--- config.mk ---
export PLATFORM = sky130hd
export DESIGN_NAME = counter_sample_fifo_flat
export DESIGN_NICKNAME = d
export VERILOG_FILES = /design/src/rtl/counter_sample_fifo_if.sv /design/src/rtl/counter_sample_fifo.sv /design/src/flat_wrapper.sv
export SDC_FILE = /design/constraint.sdc
export NUM_CORES = 1
export LEC_CHECK = 0
export ABC_CLOCK_PERIOD_IN_PS = 8200
export CORE_MARGIN = 2
export CORE_UTILIZATION = 45
export CTS_CLUSTER_DIAMETER = 120
export CTS_CLUSTER_SIZE = 10
export DETAILED_ROUTE_END_ITERATION = 10
export DONT_BUFFER_PORTS = 1
export PLACE_DENSITY = 0.58
export SYNTH_ARGS = -nofsm -noshare
export SYNTH_HDL_FRONTEND = slang
export SYNTH_SLANG_ARGS = --single-unit
--- constraint.sdc ---
create_clock -name clk -period 8.2 [get_ports clk]
set_input_delay 1.64 -clock clk [delete_from_list [all_inputs] [get_ports clk]]
set_output_delay 1.64 -clock clk [all_outputs]
set_load 0.02 [all_outputs]
--- src/rtl/counter_sample_fifo_if.sv ---
// counter_sample_fifo_if: 32-bit valid/ready sample stream between the
// counter sampler and the fabric bus bridge.
interface counter_sample_fifo_if;
  logic [31:0] m_data;
  logic        m_valid;
  logic        m_ready;

  modport master (output m_data, output m_valid, input m_ready);
  modport slave  (input m_data, input m_valid, output m_ready);
endinterface

--- src/rtl/counter_sample_fifo.sv ---
// counter_sample_fifo: gates the enable of a 20-bit free-running counter,
// captures every incremented value into a first-word-fall-through FIFO and
// streams the samples out as 32-bit words. A run issues a programmed number
// of samples; the enable is throttled so that the FIFO can never overflow.
// Optional: define COUNTER_SAMPLE_SEQ_TAG_EN to store a 12-bit sequence tag
// with each sample and present it on m_data[31:20] (otherwise those bits are 0).
module counter_sample_fifo #(
  parameter int DEPTH = 16,
  parameter int AW    = 4,
  parameter int NUM_W = 16
) (
  input  logic                 clk,
  input  logic                 rstn,
  input  logic                 start,
  input  logic                 abort,
  input  logic                 flush,
  input  logic [NUM_W-1:0]     num_samples,
  output logic                 cnt_en,
  input  logic [19:0]          cnt_data,
  counter_sample_fifo_if.master strm,
  output logic [AW:0]          level,
  output logic                 full,
  output logic                 empty,
  output logic                 busy,
  output logic                 done
);

  typedef enum logic [1:0] {IDLE, RUN, WAIT} state_t;

  localparam logic [AW:0]   LVL_FULL = (AW+1)'(DEPTH);
  localparam logic [AW+1:0] OCC_MAX  = (AW+2)'(DEPTH);

`ifdef COUNTER_SAMPLE_SEQ_TAG_EN
  localparam int DW = 32;
`else
  localparam int DW = 20;
`endif

  state_t            state_reg, state_next;
  logic [NUM_W-1:0]  issued_reg, issued_next;
  logic [NUM_W-1:0]  target_reg, target_next;
  logic              en_d_reg;
  logic [AW-1:0]     rd_ptr_reg, rd_ptr_next;
  logic [AW-1:0]     wr_ptr_reg, wr_ptr_next;
  logic [AW:0]       level_reg, level_next;
  logic [DW-1:0]     mem [DEPTH];
  logic [DW-1:0]     head_reg;
  logic [DW-1:0]     wdata;
  logic              start_accept;
  logic              flush_eff;
  logic              push;
  logic              pop;
  logic              room;
  logic [AW+1:0]     occ;

  // A capture is in flight while en_d is high; it is written on this edge.
  assign push      = en_d_reg;
  assign pop       = !empty && strm.m_ready;
  assign flush_eff = (state_reg == IDLE) && flush;

  // Occupancy counts the in-flight capture but gives no credit for a pop in
  // the same cycle, so a granted enable always has a free slot waiting.
  assign occ  = {1'b0, level_reg} + {{(AW+1){1'b0}}, en_d_reg};
  assign room = occ < OCC_MAX;

  assign level = level_reg;
  assign empty = (level_reg == '0);
  assign full  = (level_reg == LVL_FULL);
  assign busy  = (state_reg != IDLE);
  assign strm.m_valid = !empty;

`ifdef COUNTER_SAMPLE_SEQ_TAG_EN
  logic [11:0] tag_reg;

  // Sequence tag: restarts with every accepted run, advances per captured sample.
  always_ff @(posedge clk) begin
    if (!rstn)             tag_reg <= '0;
    else if (start_accept) tag_reg <= '0;
    else if (push)         tag_reg <= tag_reg + 12'd1;
  end

  assign wdata       = {tag_reg, cnt_data};
  assign strm.m_data = head_reg;
`else
  assign wdata       = cnt_data;
  assign strm.m_data = {12'd0, head_reg};
`endif

  // Run control: start/abort handling, enable gating and sample accounting.
  always_comb begin
    state_next   = state_reg;
    issued_next  = issued_reg;
    target_next  = target_reg;
    cnt_en       = 1'b0;
    done         = 1'b0;
    start_accept = 1'b0;
    unique case (state_reg)
      IDLE: begin
        // flush wins over a coincident start
        if (!flush && start && (num_samples != '0)) begin
          start_accept = 1'b1;
          target_next  = num_samples;
          issued_next  = '0;
          state_next   = RUN;
        end
      end
      RUN: begin
        cnt_en = !abort && room && (issued_reg < target_reg);
        if (cnt_en) issued_next = issued_reg + 1'b1;
        if (abort || (cnt_en && (issued_next == target_reg))) state_next = WAIT;
      end
      WAIT: begin
        // hold until the last in-flight capture has landed in the FIFO
        if (!en_d_reg) begin
          done       = 1'b1;
          state_next = IDLE;
        end
      end
      default: state_next = IDLE;
    endcase
  end

  // FIFO pointer and occupancy update; flush only rewinds the bookkeeping.
  always_comb begin
    rd_ptr_next = rd_ptr_reg;
    wr_ptr_next = wr_ptr_reg;
    level_next  = level_reg;
    if (flush_eff) begin
      rd_ptr_next = '0;
      wr_ptr_next = '0;
      level_next  = '0;
    end else begin
      if (pop)  rd_ptr_next = rd_ptr_reg + 1'b1;
      if (push) wr_ptr_next = wr_ptr_reg + 1'b1;
      if (push && !pop)      level_next = level_reg + 1'b1;
      else if (!push && pop) level_next = level_reg - 1'b1;
    end
  end

  // Control and pointer state registers.
  always_ff @(posedge clk) begin
    if (!rstn) begin
      state_reg  <= IDLE;
      issued_reg <= '0;
      target_reg <= '0;
      en_d_reg   <= 1'b0;
      rd_ptr_reg <= '0;
      wr_ptr_reg <= '0;
      level_reg  <= '0;
    end else begin
      state_reg  <= state_next;
      issued_reg <= issued_next;
      target_reg <= target_next;
      en_d_reg   <= cnt_en;
      rd_ptr_reg <= rd_ptr_next;
      wr_ptr_reg <= wr_ptr_next;
      level_reg  <= level_next;
    end
  end

  // Sample storage with a registered read of the next head entry; a write
  // into the slot that becomes the head is forwarded so the stream shows it
  // one cycle after the write.
  always_ff @(posedge clk) begin
    if (push) mem[wr_ptr_reg] <= wdata;
    if (push && (wr_ptr_reg == rd_ptr_next)) head_reg <= wdata;
    else                                     head_reg <= mem[rd_ptr_next];
  end

endmodule

--- src/flat_wrapper.sv ---
// flat-port wrapper written by rule: the top's interface ports become plain ports
module counter_sample_fifo_flat 
#(
  parameter int DEPTH = 16,
  parameter int AW    = 4,
  parameter int NUM_W = 16
)
  (clk, rstn, start, abort, flush, num_samples, cnt_en, cnt_data, level, full, empty, busy, done, strm_m_data, strm_m_valid, strm_m_ready);
  counter_sample_fifo_if strm_i ();
  input  logic clk;
  input  logic rstn;
  input  logic start;
  input  logic abort;
  input  logic flush;
  input  logic [NUM_W-1:0] num_samples;
  output logic cnt_en;
  input  logic [19:0] cnt_data;
  output logic [AW:0] level;
  output logic full;
  output logic empty;
  output logic busy;
  output logic done;
  output wire logic [$bits(strm_i.m_data)-1:0] strm_m_data;
  output wire logic [$bits(strm_i.m_valid)-1:0] strm_m_valid;
  input wire logic [$bits(strm_i.m_ready)-1:0] strm_m_ready;
  assign strm_m_data = strm_i.m_data;
  assign strm_m_valid = strm_i.m_valid;
  assign strm_i.m_ready = strm_m_ready;
  counter_sample_fifo #(.DEPTH(DEPTH), .AW(AW), .NUM_W(NUM_W)) u_core (.clk(clk), .rstn(rstn), .start(start), .abort(abort), .flush(flush), .num_samples(num_samples), .cnt_en(cnt_en), .cnt_data(cnt_data), .strm(strm_i), .level(level), .full(full), .empty(empty), .busy(busy), .done(done));
endmodule
Yosys cells after proc, flatten, opt, wreduce, memory -nomap -nowiden
Memories as Yosys holds them, arrays and structs flattened. A register that Yosys moved wholly into a read port is not among the register bits.
Index checks and enable logic that the tools add are counted.
Widths: inputs -> output; s select.
- register bits: 48
- bits in writable memories: 320
- bits of input ports: 42
- logic and storage cells: 66
- memories: 1
- memory list (memory ; depth ; bits a word ; read ports ; clocked after memory_dff ; write ports ; line ; source):
    u_core.mem ; 16 ; 20 ; 1 ; 1 ; 1 ; counter_sample_fifo.sv:46 ; logic [DW-1:0] mem [DEPTH];
- add/subtract/negate cells: 6
- magnitude comparators: 2
- equal/unequal tests: 7
- muxes and demuxes: 17
- bitwise logic cells: 1
- reduce and logical (&&, ||, !) cells: 25
- operators by type and width (kind ; count):
    $mux 16 ; 3
    $pmux 16 s2 ; 1
    $add 16x1->16 const B ; 1
    $eq 16x16->1 ; 1
    $lt 16x16->1 ; 1
    $reduce_bool 16->1 ; 1
    $mux 5 ; 2
    $logic_and 1x1->1 ; 9
    $add 4x1->4 const B ; 2
    $mux 4 ; 2
    $add 5x1->6 ; 1
    $lt 6x5->1 const B ; 1
    $mux 2 ; 3
    $pmux 2 s3 ; 1
    $reduce_bool 2->1 ; 3
    $add 5x1->5 const B ; 1
    $eq 5x5->1 const B ; 1
    $logic_not 1->1 ; 5
    $logic_not 5->1 ; 1
    $mux 1 ; 5
    $sub 5x1->5 const B ; 1
    $ne 2x2->1 const B ; 2
    $reduce_and 2->1 ; 2
    $reduce_and 3->1 ; 1
    other kinds (7) ; 7

Depth between registers and ports, before layout
- word-level depth: 11
- gate-level depth with buffers: 12

Worst setup path before layout
Ideal clock, no wire load.
- path kind: in2out
- from: input abort
- to: output cnt_en
- data arrival time: 2.694 ns
- path slack: 3.866 ns
- stages: 3
- cell sequence: a311oi_2 nand2_1 nor2_1
- longest elaborated chain between the ends: 4
- ends and longest elaborated chain (item ; line ; source):
    start, declared ; flat_wrapper.sv:13 ; input logic abort;
    $logic_not 1->1 ; counter_sample_fifo.sv:108 ; cnt_en = !abort && room && (issued_reg < target_reg);
    $logic_and 1x1->1 (2 in a row) ; counter_sample_fifo.sv:108 ;
    $mux 1 ; counter_sample_fifo.sv:97 ; unique case (state_reg)
    end, declared ; flat_wrapper.sv:16 ; output logic cnt_en;
No other way between the ends.

==> impl_metrics.yaml <==
run_status:
  status: "finished, final reports clean"
critical_path:
  critical_path_required_ps: 6560
  cp_cell_sequence: "buf_4 -> mux4_2 -> mux4_2"
  critPathTopFamily: "multiplexers"
  max_stage_delay_ps: 1000
  critPathKind: "register to output pin"
  reg2reg_depth: 11
  cp.arrival_ps: 3460
  cp.buffers_inverters: 1
  cpMaxStageDelayCell: "dfxtp_4"
  start_kind: "register"
  end_kind: "output pin"
  cp.depth: 3
  critPathMostFrequentCell: "mux4_2"
  critPathMaxFanout: 48
clock_network:
  cts_buffer_depth: 3
  postCtsSetupRepairBufs: 0
  insertion_delay_ps: 530
  path_clk_slew_ps: 60
  cts_tree: "built"
  cts_buffers: 43
  htreeDepth: 2
  hold_buffers: 0
  cts-resized-gates: 0
  clock-sinks: 372
  cts_root_buf: "clkbuf_16"
drt:
  wl_met3_um: 1610
  wl_met2_um: 17300
  routed_wl_um: 34200
  drtPass1Iterations: 4
  wire_per_inst_um: 24.8
  viasPerCell: 5.73
  vias: 7894
  drc_errors: 0
  final_antenna_net_count: 0
  drt-met1-wl_um: 14700
  drt-initial-drc-count: 569
  highest_layer: "met4"
placement:
  preCtsSetupSlack_ps: 3470
  numPortBuffers: 0
  place_hpwl_um: 19500
  dp_cells: 1317
  gp_congestion: 0.844
timing:
  finalSetupTns_ps: 0
  rsz0062_at_grt: "false"
  fmaxAchievable_mhz: 196
  tightest_slew_ps: 1090
  slew_headroom_pct: 27.6
  fin_skew_ps: 13.4
  setup_viol: 0
  fin_crit_sh_pct: 62.2
  setup_ws_ps: 3100
  finalHoldViolations: 0
  layout_min_cycle_time_ps: 5100
  slew_violations: 0
layout:
  areaGrowthSynthToFinish_pct: 11.1
  regArea_sq_um: 10700
  multi_input_area_sq_um: 4640
  fin_cells: 1378
  finalNetCount: 975
  diodes: 0
  fill_cells: 2791
  post-route-util_pct: 50.5
  drive_gt1_share_pct: 20.3
  largest_reg_flops: 320
logic_synthesis:
  netlist_area_sq_um: 15600
  syn_area_per_cell_sq_um: 17.8
  synth_top_area_share_pct: 61.7
  synth_seq_cells: 372
  ys_types: 61
  synth_most_common_cell: "edfxtp_1"
  synthArstFlopShare_pct: 0
  ys_warn_count: 0
  synth_edf_count: 320
  ys_dominant_reg_cell: "edfxtp_1"
  ys_seq_area_share_pct: 68.4
  synth_cells: 877
  ys_top_cells_by_count: "320 x edfxtp_1, 100 x mux4_2, 52 x dfxtp_1, 52 x nor2_1, 28 x a21oi_1"
  ys_top_cells_by_area: "edfxtp_1 62%, mux4_2 14%, dfxtp_1 6.7%"
  yosysTopAreaCell: "edfxtp_1"
grt:
  antenna_found_initial: 0
  grt_pass1_wl_um: 51800
  grt_max_degree: 58
  global_route.overflow_total: 0
  grt.total_usage_pct: 19.5
  grt_pass1_vias: 8183
floorplanning:
  die_area_sq_um: 36100
  row_count: 68
  design.core.area_sq_um: 34300
  initial_core_util_pct: 45.4
  dieHeight_um: 190
  ios: 85
  dieWidth_um: 190
power:
  seqPwrFrac_pct: 51.3
  leakage_nw: 5.55
  cellPowerDensity_nw_per_um2: 239
  irDropWorstVdd_uv: 140
  p_switching_mw: 0.918
  p_clk_share_pct: 40.2
  p_comb_share_pct: 8.5
  sw_frac_of_total_pct: 22.2
  internal-power_mw: 3.22
run:
  maxCapViolCount: 0
hold_path:
  hold_class: "register to register"
  hold-path-cell-count: 2
[power groups by stage]
stage	clock [mW]	sequential, mW	combinational [mW]
finish	1.67	2.12	0.351
global route	1.78	2.13	0.380
CTS	1.71	2.13	0.357
detailed placement	0	2.17	0.356
global placement	0	2.17	0.352
floorplan	0	2.12	0.341
[path summary, 6_finish.rpt]
check / startpoint / slack [ps] / end
setup reg to reg: u_core.target_reg[13] / 4720 / u_core.state_reg[0]
setup / recovery: register / 3100 / strm_m_data[10]
hold / removal: u_core.rd_ptr_reg[3] / 520 / register
hold reg to reg: u_core.rd_ptr_reg[3] / 520 / register
[tightest hold or removal path, stage by stage (launching register included)]
cell and delay (ps):
dfxtp_1 320, xnor2_1 80, nor2_1 80
[layout make-up]
type	count	area share [%]
clock buffers	58	6.67
clock inverters	3	0.195
inverters	25	0.542
multi-input cells	444	26.8
flip-flops and latches	372	61.6
well taps	455	3.29
repair buffers	21	0.911
[cell usage in the layout, fill, tap and decap left out, drive strengths merged, types with 2 or more instances in the layout]
| cell | instances |
|---|---|
| nor4 | 15 |
| dfxtp | 52 |
| mux2i | 19 |
| a311oi | 4 |
| o21ai | 11 |
| a21o | 4 |
| nor3b | 3 |
| and3 | 5 |
| and4 | 5 |
| a211oi | 2 |
| conb | 12 |
| o21a | 2 |
| nand4 | 12 |
| xor2 | 14 |
| a2111oi | 2 |
| nor3 | 13 |
| nand3 | 8 |
| nand2 | 26 |
| buf | 21 |
| clkbuf | 58 |
| a21oi | 28 |
| or3 | 5 |
| or4 | 4 |
| and4b | 2 |
| mux4 | 100 |
| edfxtp | 320 |
| inv | 27 |
| nor2b | 2 |
| o211a | 3 |
| o211ai | 2 |
| ha | 25 |
| nor2 | 52 |
| o311ai | 2 |
| nand2b | 6 |
| xnor2 | 24 |
| and2 | 22 |
[cells by family (layout without fill, tap and decap cells)]
| family | count (synthesis) | after routing | share of synthesized area, % |
|---|---|---|---|
| and+or+nand+nor | 183 | 183 | 6.47 |
| buffers and inverters | 72 | 107 | 2.10 |
| other | 1 | 12 | 0.0241 |
| muxes | 119 | 119 | 15.7 |
| adders and majority gates | 26 | 26 | 2.14 |
| DFF | 372 | 372 | 68.4 |
| AOI/OAI and AO/OA | 66 | 66 | 3.03 |
| xor gates and xnor gates | 38 | 38 | 2.19 |
[routing by layer]
layer | vias to the layer above | track usage, %
met5 | - | 0
li1 | 3532 | -
met4 | 0 | 5.01
met1 | 4122 | 26.2
met3 | 47 | 3.41
met2 | 193 | 33.1
[stage by stage]
step | area (sq um) | power, mW | hold slack (ps)
6_report | 17300 | 4.14 | 515
5_1_grt | 17300 | 4.29 | 549
4_1_cts | 17300 | 4.19 | 518
3_5_place_dp | 16100 | 2.52 | 507
3_3_place_gp | 16100 | 2.52 | 508
2_1_floorplan | 15600 | 2.46 | 466
(Power assumes the default switching activity.)
